<file path="src/rtl/axi_wr_chan_buf.sv">
// Single-clock buffer for the AXI write channels: three FWFT FIFOs (AW, W, B)
// plus an outstanding-write counter that throttles AW and a sticky B-underflow flag.

module axi_wr_chan_fifo #(
    parameter int W     = 8,
    parameter int DEPTH = 4
) (
    input  logic                     clk,
    input  logic                     rst_n,
    input  logic                     flush,
    input  logic                     wr_en,
    input  logic [W-1:0]             w_data,
    input  logic                     rd_en,
    input  logic                     push_en,
    output logic                     not_empty,
    output logic                     not_full,
    output logic [W-1:0]             r_data,
    output logic [$clog2(DEPTH):0]   count
);
    localparam int IW = $clog2(DEPTH);
    localparam logic [IW:0] ONE = (IW+1)'(1);

    logic [W-1:0] mem_q [DEPTH];
    logic [IW:0]  wptr_q, wptr_d, rptr_q, rptr_d, cnt_q, cnt_d;
    logic         empty, full, push, pop;

    // Pointers carry an extra wrap bit: equal index with differing wrap bit means full.
    assign empty     = (wptr_q == rptr_q);
    assign full      = (wptr_q[IW-1:0] == rptr_q[IW-1:0]) && (wptr_q[IW] != rptr_q[IW]);
    assign not_empty = ~empty;
    assign not_full  = ~full & push_en;
    assign push      = wr_en & not_full & ~flush;
    assign pop       = rd_en & ~empty & ~flush;
    assign count     = cnt_q;
    // Head is read combinationally; an empty FIFO presents zero so stale data never shows.
    assign r_data    = empty ? '0 : mem_q[rptr_q[IW-1:0]];

    always_comb begin
        wptr_d = wptr_q;
        rptr_d = rptr_q;
        cnt_d  = cnt_q;
        if (flush) begin
            wptr_d = '0;
            rptr_d = '0;
            cnt_d  = '0;
        end else begin
            if (push) wptr_d = wptr_q + ONE;
            if (pop)  rptr_d = rptr_q + ONE;
            if (push && !pop)      cnt_d = cnt_q + ONE;
            else if (pop && !push) cnt_d = cnt_q - ONE;
        end
    end

    always_ff @(posedge clk or negedge rst_n) begin
        if (!rst_n) begin
            wptr_q <= '0;
            rptr_q <= '0;
            cnt_q  <= '0;
        end else begin
            wptr_q <= wptr_d;
            rptr_q <= rptr_d;
            cnt_q  <= cnt_d;
        end
    end

    always_ff @(posedge clk) begin
        if (push) mem_q[wptr_q[IW-1:0]] <= w_data;
    end
endmodule

module axi_wr_chan_buf #(
    parameter int AW_W     = 49,
    parameter int W_W      = 37,
    parameter int B_W      = 10,
    parameter int AW_DEPTH = 4,
    parameter int W_DEPTH  = 8,
    parameter int B_DEPTH  = 4,
    parameter int MAX_OUT  = 4
) (
    input  logic                          clk,
    input  logic                          rst,
    input  logic                          flush,
    input  logic                          AW_wr_en,
    input  logic [AW_W-1:0]               AW_w_data,
    input  logic                          AW_rd_en,
    output logic                          AW_not_empty,
    output logic                          AW_not_full,
    output logic [AW_W-1:0]               AW_r_data,
    output logic [$clog2(AW_DEPTH):0]     AW_count,
    input  logic                          W_wr_en,
    input  logic [W_W-1:0]                W_w_data,
    input  logic                          W_rd_en,
    output logic                          W_not_empty,
    output logic                          W_not_full,
    output logic [W_W-1:0]                W_r_data,
    output logic [$clog2(W_DEPTH):0]      W_count,
    input  logic                          B_wr_en,
    input  logic [B_W-1:0]                B_w_data,
    input  logic                          B_rd_en,
    output logic                          B_not_empty,
    output logic                          B_not_full,
    output logic [B_W-1:0]                B_r_data,
    output logic [$clog2(B_DEPTH):0]      B_count,
    output logic [$clog2(MAX_OUT+1)-1:0]  outstanding,
    output logic                          b_underflow
);
    localparam int OW = $clog2(MAX_OUT+1);
    localparam logic [OW-1:0] OUT_ONE = OW'(1);

    logic [OW-1:0] out_q, out_d;
    logic          uf_q, uf_d, aw_gate, aw_push, b_pop;

    assign aw_gate     = (out_q < OW'(MAX_OUT));
    assign aw_push     = AW_wr_en & AW_not_full & ~flush;
    assign b_pop       = B_rd_en & B_not_empty & ~flush;
    assign outstanding = out_q;
    assign b_underflow = uf_q;

    axi_wr_chan_fifo #(.W(AW_W), .DEPTH(AW_DEPTH)) u_aw (
        .clk(clk), .rst_n(rst), .flush(flush),
        .wr_en(AW_wr_en), .w_data(AW_w_data), .rd_en(AW_rd_en), .push_en(aw_gate),
        .not_empty(AW_not_empty), .not_full(AW_not_full), .r_data(AW_r_data), .count(AW_count)
    );

    axi_wr_chan_fifo #(.W(W_W), .DEPTH(W_DEPTH)) u_w (
        .clk(clk), .rst_n(rst), .flush(flush),
        .wr_en(W_wr_en), .w_data(W_w_data), .rd_en(W_rd_en), .push_en(1'b1),
        .not_empty(W_not_empty), .not_full(W_not_full), .r_data(W_r_data), .count(W_count)
    );

    axi_wr_chan_fifo #(.W(B_W), .DEPTH(B_DEPTH)) u_b (
        .clk(clk), .rst_n(rst), .flush(flush),
        .wr_en(B_wr_en), .w_data(B_w_data), .rd_en(B_rd_en), .push_en(1'b1),
        .not_empty(B_not_empty), .not_full(B_not_full), .r_data(B_r_data), .count(B_count)
    );

    // A B pop with nothing outstanding saturates at zero and latches the error.
    always_comb begin
        out_d = out_q;
        uf_d  = uf_q;
        if (flush) begin
            out_d = '0;
            uf_d  = 1'b0;
        end else begin
            if (aw_push && !b_pop)                     out_d = out_q + OUT_ONE;
            else if (!aw_push && b_pop && out_q != '0) out_d = out_q - OUT_ONE;
            if (b_pop && out_q == '0) uf_d = 1'b1;
        end
    end

    always_ff @(posedge clk or negedge rst) begin
        if (!rst) begin
            out_q <= '0;
            uf_q  <= 1'b0;
        end else begin
            out_q <= out_d;
            uf_q  <= uf_d;
        end
    end
endmodule
</file>
<file path="config.mk">
export PLATFORM = sky130hd
export DESIGN_NAME = axi_wr_chan_buf
export DESIGN_NICKNAME = d
export VERILOG_FILES = /design/src/rtl/axi_wr_chan_buf.sv
export SDC_FILE = /design/constraint.sdc
export NUM_CORES = 1
export LEC_CHECK = 0
export BUFFER_PORTS_ARGS = -buffer_cell sky130_fd_sc_hd__buf_2
export CAP_MARGIN = 20
export CORE_MARGIN = 5
export CORE_UTILIZATION = 40
export CTS_CLUSTER_SIZE = 10
export DETAILED_ROUTE_END_ITERATION = 7
export HOLD_SLACK_MARGIN = 0.06
export PLACE_DENSITY = 0.67
export SYNTH_ARGS = -nofsm -noshare
export SYNTH_HDL_FRONTEND = slang
export SYNTH_SLANG_ARGS = --single-unit
</file>
<file path="constraint.sdc">
create_clock -name clk -period 11.85 [get_ports clk]
set_clock_uncertainty 0.2 [all_clocks]
set_input_delay 0.5925 -clock clk [delete_from_list [all_inputs] [get_ports clk]]
set_output_delay 0.5925 -clock clk [all_outputs]
set_load 0.005 [all_outputs]
</file>
# --- Word-level counts from Yosys, hierarchy flattened ---
# Memory sizes are Yosys's and may differ from the RTL's.
# Index checks and enable logic that the tools add are counted.
# Widths: inputs -> output; s select.
op_classes:
  order_cmp: 1
  add_sub_neg: 14
  n_reduce_logical: 32
  bitwise: 20
  n_eq_ne: 9
  mux: 35
op_table:
  columns: ["op", "count"]
  rows:
  - ["$mux 3", 17]
  - ["$mux 49", 1]
  - ["$mux 37", 1]
  - ["$mux 4", 7]
  - ["$add 3x1->3 const B", 7]
  - ["$reduce_bool 3->1", 5]
  - ["$reduce_bool 2->1", 7]
  - ["$and 1x1->1", 13]
  - ["$logic_and 1x1->1", 13]
  - ["$add 4x1->4 const B", 3]
  - ["$mux 10", 1]
  - ["$eq 3x3->1", 3]
  - ["$sub 3x1->3 const B", 3]
  - ["$mux 1", 8]
  - ["$not 1->1", 7]
  - ["$logic_not 1->1", 6]
  - ["$eq 2x2->1", 2]
  - ["$eq 4x4->1", 1]
  - ["$sub 4x1->4 const B", 1]
  - ["$logic_not 3->1", 1]
  - ["$lt 3x3->1 const B", 1]
  - ["$ne 1x1->1", 3]
totals:
  ramBits: 532
  in_bits: 105
  output_inout_bits: 116
  reg_bits: 34
  mem_count: 3
memory_table:
  columns: ["name", "depth", "word_bits", "read_ports", "rd_clocked_by_memory_dff", "wr", "line", "rtl"]
  rows:
  - ["u_w.mem_q", 8, 37, 1, 0, 1, "23", "logic [W-1:0] mem_q [DEPTH];"]
  - ["u_aw.mem_q", 4, 49, 1, 0, 1, "23", null]
  - ["u_b.mem_q", 4, 10, 1, 0, 1, "23", null]

# --- Logic depth before layout (Yosys ltp) ---
depth:
  depth_word: 12
  depth_mapped: 11
  ltp_nobuf: 9

# --- Cells and area by module ---
# A second synthesis with hierarchy kept.
hier_totals:
  hier_cells: 1101
  area_unflattened_um2: 22555.4
by_module_without_submodules:
  columns: ["mod", "cells_each", "area_per_inst_um2", "instances"]
  rows:
  - ["axi_wr_chan_fifo at u_w", 570, 12086.6, 1]
  - ["axi_wr_chan_fifo at u_aw", 376, 8047.7, 1]
  - ["axi_wr_chan_fifo at u_b", 127, 2159.6, 1]
  - ["axi_wr_chan_buf", 28, 261.5, 1]

# --- Worst setup path before layout ---
# No wires, ideal clock.
synth_path:
  path_kind: "register -> register"
  start: "register u_w.rptr_q[1]"
  end: "memory u_w.mem_q[1][0] in the netlist's numbering, enable pin"
  arrival_ps: 3651
  n_path_buf: 1
  path_slack_ps: 7521
  required_time_ps: 11173
  path_stages_with_launch: 7
  setup_ps: 477
  path_cell_list: "dfrtp_1 > buf_2 > xor2_2 > nor3_2 > nand2_4 > nand3_1 > nor3_1"
synth_between:
  elab_chain_cells: 7
synth_rtl:
  columns: ["element", "line", "rtl"]
  rows:
  - ["start, declared", "24", "logic [IW:0] wptr_q, wptr_d, rptr_q, rptr_d, cnt_q, cnt_d;"]
  - ["start signal, assigned", "61", "rptr_q <= rptr_d;"]
  - ["$eq 3x3->1", "29", "assign full = (wptr_q[IW-1:0] == rptr_q[IW-1:0]) && (wptr_q[IW] != rptr_q[IW]);"]
  - ["$logic_and 1x1->1", "29", null]
  - ["$not 1->1", "31", "assign not_full = ~full & push_en;"]
  - ["named net W_not_full", "94", "output logic W_not_full,"]
  - ["$and 1x1->1 (2 in series)", "32", "assign push = wr_en & not_full & ~flush;"]
  - ["$mux 1", "67", "if (push) mem_q[wptr_q[IW-1:0]] <= w_data;"]
  - ["$mux 1 (not written as such)", "67", null]
  - ["end, declared", "23", null]
# The timed path passes the listed nets, and every way through them passes these cells.

# --- Worst setup path after layout ---
layout_path:
  start: "register u_w.rptr_q[0]"
  end: "output W_r_data[6]"
layout_between:
  elab_chain_cells: 2
layout_rtl:
  columns: ["element", "line", "rtl"]
  rows:
  - ["$mem_v2 8x37 or $eq 4x4->1 (tied branches)", null, null]
  - ["$mux 37 (*)", "36", "assign r_data = empty ? '0 : mem_q[rptr_q[IW-1:0]];"]
  - ["end, declared", "95", "output logic [W_W-1:0] W_r_data,"]
# Mark *: on every way between the ends. The rest lies on a longest branch, timed or not.

==> results.cfg <==
[sta]
min_period_ns = 4.13
setup_tns_ns = 0
setup_viol = 0
period_share = 0.348
worst_pin_slew_ns = 0.930
finalHoldViolations = 0
slew_headroom = 0.380
slew_viol_final = 0
timing.hold.ws_ns = 0.103
max_freq_ghz = 0.242
rsz0062_at_grt = no

[place]
dp_hpwl_mm = 25.6
gp_congestion = 0.738
port_buffers = 220
place_inst = 2020

[clocking]
h-tree-depth = 3
worstSkewPairLatency_ns = 0.58
cts_resized = 0
clk_pin_slew_ns = 0.05
clkSinkCount = 566
cts_buffers = 67
clock-root-buffer = clkbuf_16
tritoncts = done
ctsLongestPathBuffers = 3

[floorplan]
rows = 86
fp.dieW_um = 247
die_h_um = 247
die_area_mm2 = 0.0609
initial_utilization = 0.405
ioPinCount = 221
coreArea_mm2 = 0.0553

[critical_path]
setup.worst_path.class = reg -> out
critPathMaxFanout = 46
path_delay_family = buffers and inverters
reg2reg_to = u_aw.count[2]
r2r-start = u_aw.rptr_q[1]
critPathLaunch = u_w.rptr_q[0]
critical-path-slowest-cell = dfrtp_4
worstPathRequired_ns = 11.06
cp_cell_sequence = buf_4 -> mux4_2 -> mux2i_1 -> nor2_1 -> buf_2
critPathMaxStageDelay_ns = 0.86
endpoint_kind = output pin
critPathBufInv = 2
worstPathArrival_ns = 3.33
startpoint_type = flop
worstRegToRegCells = 11
reg2reg_slack_ns = 8.42

[cells_and_area]
final_nets = 1552
stdcell_count = 2200
drive_gt1_frac = 0.337
fin_util = 0.492
area_delta_synth_final_pct = 21.3

[pwr]
power_density_mw_per_mm2 = 193
leakagePower_nw = 9.24
irDropWorstVdd_uv = 144

[synthesis]
synth_area_leaders = edfxtp_1, mux4_2, dfrtp_1, mux2i_1, and2_1
synth_top_area_frac = 0.713
synthesis.nets = 1209
ys_ff_latch = 566
syn_avg_cell_area_um2 = 20.6
yosys.area.top_type = edfxtp_1
yosys_warnings = 0
syn_inst = 1086
yosysSeqAreaShare = 0.751
syn_area_mm2 = 0.0224
yosysUniqueCellTypes = 53

[hold_path]
min_to = u_w.mem_q[3][31]
hold_depth = 1
hold_class = in -> reg
hp-start = W_w_data[31]

[routing]
drtIter0Drc = 636
drc = 0
postRouteAntennaNets = 0
via_per_inst = 5.08
dr.pass1.iters = 4
drt_wl_total_mm = 45.2
wl_per_cell_um = 20.6
vias = 11178

[global_routing]
antenna_found_initial = 4
grt_pass1_wl_mm = 70.4
grt_pass1_vias = 12007
grt_remaining_overflow = 0
grt_usage = 0.150
grt_max_degree = 61

[flow_run]
max_cap_viol_count = 0

[outcome]
status = finished, final reports clean
## cells by family (layout without fill, tap and decap cells)
kind of cell	Yosys count	count (layout)	share of synthesized area
AOI/OAI and AO/OA	31	31	0.0117
xor gates and xnor gates	32	32	0.0152
adders and majority gates	18	18	0.0114
buffers and inverters	74	437	0.0151
DFF	566	566	0.751
muxes	175	175	0.152
other	0	3	0
and+or+nand+nor	190	190	0.0436
## metrics by stage
stage	power (mW)	setup WS, ns	instance area, µm²
final	5.24	7.72	27200
after global routing	5.50	7.38	27200
after CTS	5.33	7.57	27200
after detailed placement	3.49	8.21	24400
after global placement	3.46	8.06	24400
after floorplan	3.06	7.52	22400
## routing by layer
metal	global-route usage	wire [µm]	vias up
met3	0.0393	2800	75
li1	-	-	4989
met2	0.250	22800	288
met1	0.194	18600	5824
met5	0	20	-
met4	0.0481	1040	2
## layout by cell type, fill, tap and decap left out, drive strengths merged, types with 2 or more instances in the layout
cell type	instances
edfxtp	532
buf	241
mux4	133
dlygate4sd3	88
clkbuf	84
nor2	74
and2	58
mux2i	41
dfrtp	34
inv	19
nand2	18
xor2	18
ha	14
xnor2	14
nand3	12
nor2b	11
o21ai	8
a21oi	7
nor3	6
clkinv	5
fa	4
diode	3
or3	3
nand2b	2
o311ai	2
a211oi	2
a21o	2
o31a	2
nand3b	2
o31ai	2
## what timing repair did
item                                    CTS  global route
hold buffers                             88             0
hold endpoints to repair                474             0
endpoints found under the setup margin    0             0
setup buffers                             0             0
## cells in the mapped netlist, drive strengths merged
master,instances
edfxtp,532
mux4,133
nor2,74
and2,58
mux2i,41
buf,34
dfrtp,34
clkbuf,21
inv,19
nand2,18
xor2,18
ha,14
xnor2,14
nand3,12
nor2b,11
o21ai,8
a21oi,7
nor3,6
fa,4
or3,3
a211oi,2
a21o,2
nand2b,2
nand3b,2
o311ai,2
o31a,2
o31ai,2
a311o,1
a31oi,1
a41oi,1
and3,1
mux2,1
nand4,1
nor4,1
o21a,1
o21bai,1
o32a,1
or2,1
## how the worst max path moves through the flow
stage                                 end  depth (start not counted)  slack, ns
after global placement      u_aw.count[2]                         10       8.06
after floorplan           u_w.mem_q[1][0]                          6       7.52
after CTS                    W_r_data[35]                          5       7.57
after global routing          W_r_data[6]                          5       7.38
after detailed placement     W_r_data[14]                          5       8.21
final                         W_r_data[6]                          5       7.72
## area by class of cell
cell class / count / area [µm²]
Fill cell: 4518 / 28100
Sequential cell: 566 / 16800
Multi-Input combinational cell: 446 / 5310
Timing Repair Buffer: 329 / 2160
Clock buffer: 84 / 1800
Tap cell: 748 / 936
Clock inverter: 5 / 71.3
Inverter: 19 / 71.3
Antenna cell: 3 / 7.51
## sequential cells by signal, indices dropped and copies added, names as in the netlist
| register | cells |
|---|---|
| u_w.mem_q | 296 |
| u_aw.mem_q | 196 |
| u_b.mem_q | 40 |
| u_w.count | 4 |
| u_w.rptr_q | 4 |
| u_w.wptr_q | 4 |
| outstanding | 3 |
| u_aw.count | 3 |
| u_aw.rptr_q | 3 |
| u_aw.wptr_q | 3 |
| u_b.count | 3 |
| u_b.rptr_q | 3 |
| u_b.wptr_q | 3 |
| b_underflow | 1 |
## report_power, final
group	leakage, nW	internal [mW]	total [mW]	switching (mW)
sequential	5.26	2.29	2.37	0.0860
clock	0.910	1.06	1.79	0.730
combinational	3.07	0.539	1.07	0.534
## worst reg2reg max path, cell delays in order (launching register included)
cell	delay, ns
dfrtp_2	0.34
buf_4	0.62
xnor2_2	0.18
nand3b_2	0.53
buf_16	0.25
nand2_2	0.12
and2_1	0.17
fa_1	0.39
a21o_1	0.17
o21ai_1	0.14
xnor2_1	0.14
nor2_1	0.05
No activity file was read; power rests on OpenSTA's default activity.
